### src/rtl/rat_io_pkg.sv
// ============================================================================
// Module  : rat_io_pkg
// Brief   : RAT MCU I/O port map and button debounce state encoding.
// Revision: 1.0
// ============================================================================
`default_nettype none

package rat_io_pkg;

    localparam logic [7:0] SWITCHES_ID = 8'h20;
    localparam logic [7:0] LEDS_ID     = 8'h40;
    localparam logic [7:0] BTN_CNT_ID  = 8'h21;
    localparam logic [7:0] BTN_ACK_ID  = 8'h41;
    localparam logic [7:0] BTN_MASK_ID = 8'h42;

    typedef enum logic [1:0] {
        IDLE         = 2'd0,
        PRESS_WAIT   = 2'd1,
        HELD         = 2'd2,
        RELEASE_WAIT = 2'd3
    } db_state_t;

endpackage

`default_nettype wire

### src/rtl/btn_debounce.sv
// ============================================================================
// Module  : btn_debounce
// Brief   : Two-flop synchronizer plus debounce FSM emitting a one-cycle PRESS.
// Revision: 1.0
// ============================================================================
`default_nettype none

module btn_debounce
    import rat_io_pkg::*;
#(
    parameter int DEBOUNCE_CYCLES = 500000
) (
    input  logic CLK,
    input  logic RESET_N,
    input  logic BTN,
    output logic PRESS
);

    localparam int              CW        = (DEBOUNCE_CYCLES > 2) ? $clog2(DEBOUNCE_CYCLES) : 1;
    localparam logic [CW-1:0]   C_CNT_MAX = CW'(DEBOUNCE_CYCLES - 1);
    localparam logic [CW-1:0]   C_CNT_ONE = CW'(1);

    logic          r_sync1;
    logic          r_sync2;
    logic [1:0]    r_sync_vld;
    logic          r_armed;
    db_state_t     r_state;
    logic [CW-1:0] r_cnt;

    db_state_t     w_state_nxt;
    logic [CW-1:0] w_cnt_nxt;
    logic          w_armed_nxt;
    logic          w_press;

    // Until r_armed is set, a debounced low must be seen before a press can
    // fire, so a button still held across reset produces no event.
    always_comb begin
        w_state_nxt = r_state;
        w_cnt_nxt   = r_cnt;
        w_armed_nxt = r_armed;
        w_press     = 1'b0;
        case (r_state)
            IDLE: begin
                if (!r_armed) begin
                    if (r_sync_vld[1]) begin
                        if (r_sync2) begin
                            w_state_nxt = HELD;
                            w_cnt_nxt   = '0;
                        end else if (r_cnt == C_CNT_MAX) begin
                            w_armed_nxt = 1'b1;
                            w_cnt_nxt   = '0;
                        end else begin
                            w_cnt_nxt   = r_cnt + C_CNT_ONE;
                        end
                    end
                end else if (r_sync2) begin
                    w_state_nxt = PRESS_WAIT;
                    w_cnt_nxt   = C_CNT_ONE;
                end
            end
            PRESS_WAIT: begin
                if (!r_sync2) begin
                    w_state_nxt = IDLE;
                    w_cnt_nxt   = '0;
                end else if (r_cnt == C_CNT_MAX) begin
                    w_state_nxt = HELD;
                    w_cnt_nxt   = '0;
                    w_press     = 1'b1;
                end else begin
                    w_cnt_nxt   = r_cnt + C_CNT_ONE;
                end
            end
            HELD: begin
                if (!r_sync2) begin
                    w_state_nxt = RELEASE_WAIT;
                    w_cnt_nxt   = C_CNT_ONE;
                end
            end
            RELEASE_WAIT: begin
                if (r_sync2) begin
                    w_state_nxt = HELD;
                    w_cnt_nxt   = '0;
                end else if (r_cnt == C_CNT_MAX) begin
                    w_state_nxt = IDLE;
                    w_cnt_nxt   = '0;
                    w_armed_nxt = 1'b1;
                end else begin
                    w_cnt_nxt   = r_cnt + C_CNT_ONE;
                end
            end
            default: begin
                w_state_nxt = IDLE;
                w_cnt_nxt   = '0;
            end
        endcase
    end

    always_ff @(posedge CLK or negedge RESET_N) begin
        if (!RESET_N) begin
            r_sync1    <= 1'b0;
            r_sync2    <= 1'b0;
            r_sync_vld <= 2'b00;
            r_armed    <= 1'b0;
            r_state    <= IDLE;
            r_cnt      <= '0;
        end else begin
            r_sync1    <= BTN;
            r_sync2    <= r_sync1;
            r_sync_vld <= {r_sync_vld[0], 1'b1};
            r_armed    <= w_armed_nxt;
            r_state    <= w_state_nxt;
            r_cnt      <= w_cnt_nxt;
        end
    end

    assign PRESS = w_press;

endmodule

`default_nettype wire

### src/rtl/rat_btn_intr_ctrl.sv
// ============================================================================
// Module  : rat_btn_intr_ctrl
// Brief   : Debounced button -> pending interrupt with software ack and an
//           8-bit press counter. Optional mask via RAT_BTN_INTR_MASK_EN.
// Revision: 1.0
// ============================================================================
`default_nettype none

module rat_btn_intr_ctrl
    import rat_io_pkg::*;
#(
    parameter int         DEBOUNCE_CYCLES = 500000,
    parameter logic [7:0] CNT_ID          = BTN_CNT_ID,
    parameter logic [7:0] ACK_ID          = BTN_ACK_ID
) (
    input  logic       CLK,
    input  logic       RESET_N,
    input  logic       BTN,
    input  logic [7:0] PORT_ID,
    input  logic       IO_STRB,
    input  logic [7:0] OUT_PORT,
    output logic       INTR,
    output logic [7:0] CNT_DATA
);

    logic       w_press;
    logic       w_ack;
    logic [7:0] r_press_cnt;
    logic       r_pending;

    btn_debounce #(
        .DEBOUNCE_CYCLES(DEBOUNCE_CYCLES)
    ) u_debounce (
        .CLK    (CLK),
        .RESET_N(RESET_N),
        .BTN    (BTN),
        .PRESS  (w_press)
    );

    assign w_ack = IO_STRB && (PORT_ID == ACK_ID);

    // A press in the same cycle as an ack keeps the interrupt pending.
    always_ff @(posedge CLK or negedge RESET_N) begin
        if (!RESET_N) begin
            r_press_cnt <= 8'h00;
            r_pending   <= 1'b0;
        end else begin
            if (w_press) begin
                r_press_cnt <= r_press_cnt + 8'h01;
            end
            if (w_press) begin
                r_pending <= 1'b1;
            end else if (w_ack) begin
                r_pending <= 1'b0;
            end
        end
    end

`ifdef RAT_BTN_INTR_MASK_EN
    logic r_mask;
    logic w_mask_wr;

    assign w_mask_wr = IO_STRB && (PORT_ID == BTN_MASK_ID);

    always_ff @(posedge CLK or negedge RESET_N) begin
        if (!RESET_N) begin
            r_mask <= 1'b1;
        end else if (w_mask_wr) begin
            r_mask <= OUT_PORT[0];
        end
    end

    assign INTR = r_pending & r_mask;

    always_comb begin
        CNT_DATA = 8'h00;
        if (PORT_ID == CNT_ID) begin
            CNT_DATA = r_press_cnt;
        end else if (PORT_ID == BTN_MASK_ID) begin
            CNT_DATA = {7'b0, r_mask};
        end
    end

    logic w_unused;
    assign w_unused = &{1'b0, OUT_PORT[7:1]};
`else
    assign INTR = r_pending;

    always_comb begin
        CNT_DATA = 8'h00;
        if (PORT_ID == CNT_ID) begin
            CNT_DATA = r_press_cnt;
        end
    end

    // Ack data is don't-care, so the output bus is not otherwise consumed.
    logic w_unused;
    assign w_unused = &{1'b0, OUT_PORT};
`endif

endmodule

`default_nettype wire

### config.mk
export PLATFORM = sky130hd
export DESIGN_NAME = rat_btn_intr_ctrl
export DESIGN_NICKNAME = d
export VERILOG_FILES = /design/src/rtl/rat_io_pkg.sv /design/src/rtl/btn_debounce.sv /design/src/rtl/rat_btn_intr_ctrl.sv
export SDC_FILE = /design/constraint.sdc
export NUM_CORES = 1
export LEC_CHECK = 0
export CAP_MARGIN = 10
export CORE_ASPECT_RATIO = 1.4
export CORE_MARGIN = 2
export CORE_UTILIZATION = 55
export CTS_CLUSTER_DIAMETER = 80
export DETAILED_ROUTE_END_ITERATION = 10
export PLACE_DENSITY = 0.87
export SLEW_MARGIN = 15
export SYNTH_ARGS = -nofsm -noshare
export SYNTH_HDL_FRONTEND = slang
export SYNTH_SLANG_ARGS = --single-unit
### constraint.sdc
create_clock -name CLK -period 3.9 [get_ports CLK]
set_clock_uncertainty 0.2 [all_clocks]
set_input_delay 0.78 -clock CLK [delete_from_list [all_inputs] [get_ports CLK]]
set_output_delay 0.78 -clock CLK [all_outputs]
set_load 0.03 [all_outputs]
---- Word-level counts from Yosys, hierarchy flattened ----
Index checks and enable logic that the tools add are counted.
storage, ports and cells
  bits in registers ....................... 35
  input port bits ......................... 20
  output and inout bits ................... 9
  word-level logic and storage cells ...... 61
cells by class
  $add $sub $neg .......................... 2
  eq/ne operators ......................... 14
  muxes and demuxes ....................... 30
  reduce and logical (&&, ||, !) cells .... 7
operator list
  cell                     number
  $mux W19                 7
  $pmux W19 S4             1
  $add A19 B1 Y19 const B  1
  $eq A19 B19 Y1 const B   1
  $mux W2                  9
  $mux W1                  10
  $add A8 B1 Y8 const B    1
  $eq A8 B6 Y1 const B     1
  $eq A8 B7 Y1 const B     1
  $mux W8                  1
  $pmux W2 S4              1
  $ne A3 B1 Y1 const B     2
  $reduce_and A3 Y1        2
  $reduce_and A5 Y1        1
  $eq A2 B2 Y1 const B     2
  $ne A2 B1 Y1 const B     2
  $ne A2 B2 Y1 const B     2
  $reduce_bool A2 Y1       2
  $ne A3 B2 Y1 const B     1
  $ne A3 B3 Y1 const B     1
  $eq A2 B1 Y1 const B     1
  $logic_not A2 Y1         1
  $pmux W1 S2              1
  $logic_and A1 B1 Y1      1

---- Depth between registers and ports, before layout ----
  depth in word-level cells ............... 6
  depth in mapped cells ................... 9
  mapped depth without buffers ............ 7

---- Hierarchy ----
Synthesis repeated with hierarchy kept, for this count alone.
second synthesis, totals
  cell total of the unflattened synthesis .. 198
  area total of the unflattened synthesis .. 1,999.4 um2
modules (own cells, without submodules)
  module             times used  cells each  area each (um2)  seq. area each (um2)
  btn_debounce       1           157         1,530.2          650.6
  rat_btn_intr_ctrl  1           41          469.2            225.2

---- Worst setup path after synthesis ----
OpenSTA, ideal clock, no wires.
  path type ............................... input port to output port
  start point ............................. in PORT_ID[3]
  end point ............................... out CNT_DATA[0]
  arrival ................................. 1.895 ns
  data required time ...................... 2.920 ns
  slack ................................... 1.025 ns
  stages .................................. 4
  path buffers ............................ 0
  cell sequence ........................... nor4_1 > nand3b_1 > nor3b_1 > and2_1
on the way
  cells in the longest elaborated chain, start to end .. 2
ends and longest elaborated chain
  element          RTL line                 RTL
  start, declared  rat_btn_intr_ctrl.sv:19  input logic [7:0] PORT_ID,
  $eq A8 B6 Y1     rat_btn_intr_ctrl.sv:91  if (PORT_ID == CNT_ID) begin
  $mux W8          rat_btn_intr_ctrl.sv:91
  end, declared    rat_btn_intr_ctrl.sv:23  output logic [7:0] CNT_DATA
No other way between the ends.

---- Worst setup path after layout ----
  start point ............................. in PORT_ID[3]
  end point ............................... out CNT_DATA[3]
The elaborated chain is that of the path after synthesis.

==> impl_metrics.json <==
{
  "cts-buffers-inserted": 5,
  "ir_worst_vdd_uv": 444,
  "ys_seq_area_share_pct": 41.7,
  "synth_top_area_share_pct": 41.7,
  "avgSynthCellArea_um2": 9.96,
  "post-route-period-util_pct": 82.9,
  "power_density_nw_per_um2": 492,
  "holdCritPathClass": "flop to flop",
  "setup_slack_ns": 0.668,
  "worst-setup-path-type": "input pin to primary output",
  "place_congestion": 0.806,
  "tightest_slew_ns": 0.513,
  "drc_errors": 0,
  "crit_path_end_kind": "primary output",
  "overflow": 0,
  "synth-seq-cells": 35,
  "die_w_um": 56.2,
  "avgViaCountPerCell": 6.23,
  "yosysMostFrequentCell": "dfrtp_1",
  "tns_ns": 0,
  "die-area_um2": 4340,
  "grt_use_total_pct": 21.6,
  "slew_viol_final": 0,
  "routed_wl_um": 4290,
  "yosysTopAreaCell": "dfrtp_1",
  "fmax_ghz": 0.309,
  "syn_inst": 211,
  "setup_viol": 0,
  "fin_area_um2": 2410,
  "grt_pass1_vias": 1677,
  "layout-drive-gt1-share_pct": 16.4,
  "cp-start-kind": "input pin",
  "multi_input_area_um2": 1110,
  "hold_buffers": 0,
  "rsz0062_at_grt": "false",
  "synth_area_leaders": "dfrtp_1 42%, ha_1 4.2%, xnor2_1 4.2%, nand2_1 3.6%, and2_1 2.4%",
  "post_cts_buffers": 0,
  "grt_max_degree": 36,
  "synth_ff_type": "dfrtp_1",
  "hpwlAfterDp_um": 2990,
  "stdcell_count": 274,
  "grt_pass1_wl_um": 7530,
  "max-cap-violations": 0,
  "fin_util_pct": 66.2,
  "drtIter0Drc": 84,
  "grt_antenna_before_repair": 0,
  "yosysUniqueCellTypes": 55,
  "placedInstanceArea_um2": 2270,
  "ys_warn_count": 0,
  "synth_area_um2": 2100,
  "fin_nets": 258,
  "crit_fanout": 8,
  "postSynth.asyncResetShare_pct": 100,
  "cts-root-buf": "clkbuf_8",
  "core_area_um2": 3640,
  "pre_cts_slack_ns": 0.643,
  "power.leakage_nw": 1.03,
  "slew_headroom_pct": 65.8,
  "wl_per_cell_um": 15.6,
  "synth_edf_count": 0,
  "finalHoldViolations": 0,
  "critPathRequiredTime_ns": 2.92,
  "ctsResizeCount": 0,
  "netlist_top_cells_count": "35 x dfrtp_1, 20 x nand2_1, 10 x nor2_1, 10 x xnor2_1, 9 x nand3_1",
  "total_power_mw": 1.19,
  "io_buffer_count": 20,
  "antenna_cells": 0,
  "path_clk_slew_ns": 0.07,
  "insertion_delay_ns": 0.29,
  "synthesis.nets": 238,
  "min_period_ns": 3.23,
  "fillers": 279,
  "cts_tree": "built",
  "clk_path_buf_depth": 2,
  "start_util_pct": 57.7,
  "dieHeight_um": 77.1,
  "ios": 29,
  "cts.htree.levels": 2,
  "cts.sinks": 35,
  "row_count": 26,
  "holdWs_ns": 0.150,
  "worst_ep_arrival_time_ns": 2.25,
  "first_pass_iters": 5,
  "areaGrowthSynthToFinish_pct": 14.8,
  "status": "complete, no violations",
  "place_inst": 266,
  "drtAntennaViolNets": 0,
  "vias": 1706,
  "seqCellArea_um2": 876
}
-- per-layer routing --
layer	global-route usage, %	vias to the layer above	part of all wire (%)
met5	0	-	0
met4	10.0	0	2.2
met3	4.72	10	4.5
met2	37.9	53	53
met1	24.6	844	40
li1	-	799	-
-- placed cells by master (no fill, tap or decap), drive strengths merged, types with 4 or more instances in the layout --
cell type	synthesis	routed
a21o	5	5
a21oi	7	7
a22o	6	6
and2	10	10
and3	4	4
buf	8	11
clkbuf	2	5
clkdlybuf4s50	0	12
dfrtp	35	35
ha	7	7
inv	8	8
nand2	21	21
nand3	9	9
nand4	8	8
nor2	13	13
nor4	8	8
o211ai	4	4
o21ai	6	6
o22ai	4	4
or3	5	5
xnor2	10	10
-- layout make-up --
cell class              count  area share [%]
multi-input cells         158            46.2
flip-flops and latches     35            36.3
repair buffers             23            8.41
clock buffers               5            2.85
clock inverters             3            2.80
well taps                  42            2.18
inverters                   8            1.25
-- worst max-delay path: stages --
cell and delay (ns):
clkdlybuf4s50_1 0.39, nor4_1 0.30, nand3b_1 0.15, nor3b_1 0.20
buf_4 0.16, and2_1 0.12, buf_4 0.15
-- report_power, final --
group / leakage, nW / switching [mW] / internal, mW
logic: 0.496 / 0.226 / 0.145
registers: 0.469 / 0.0299 / 0.387
clock network: 0.0644 / 0.143 / 0.255
total: 1.03 / 0.399 / 0.788
-- flip-flops by register name, summed over array words and instances, names as in the netlist, named ones only --
name / flops
u_debounce.r_cnt: 19
r_press_cnt: 8
u_debounce.r_sync_vld: 2
INTR: 1
u_debounce.r_armed: 1
u_debounce.r_state: 1
u_debounce.r_sync1: 1
u_debounce.r_sync2: 1
-- path summary, 6_finish.rpt --
| kind | start | to | slack, ns | cells after the start |
|---|---|---|---|---|
| max in group asynchronous | RESET_N | INTR | 2.49 | 2 |
| worst min-delay path | u_debounce.r_sync_vld[0] | u_debounce.r_sync_vld[1] | 0.15 | 0 |
| worst min register to register | u_debounce.r_sync_vld[0] | u_debounce.r_sync_vld[1] | 0.15 | 0 |
| worst max-delay path | PORT_ID[3] | CNT_DATA[3] | 0.67 | 7 |
| min in group asynchronous | RESET_N | u_debounce.r_sync1 | 0.70 | 2 |
| worst max register to register | u_debounce.r_state[0] | u_debounce.r_cnt[16] | 1.39 | 7 |
-- logic make-up (layout without fill, tap and decap cells) --
logic type,count (synthesis),count (layout),share of synthesized area (%)
DFF,35,35,41.7
muxes,5,5,2.50
buffers and inverters,18,39,5.30
AOI/OAI and AO/OA,41,41,13.9
and+or+nand+nor,92,92,27.3
other,1,1,0.179
xor gates and xnor gates,12,12,5.00
adders and majority gates,7,7,4.17
No activity file was read; power rests on OpenSTA's default activity.
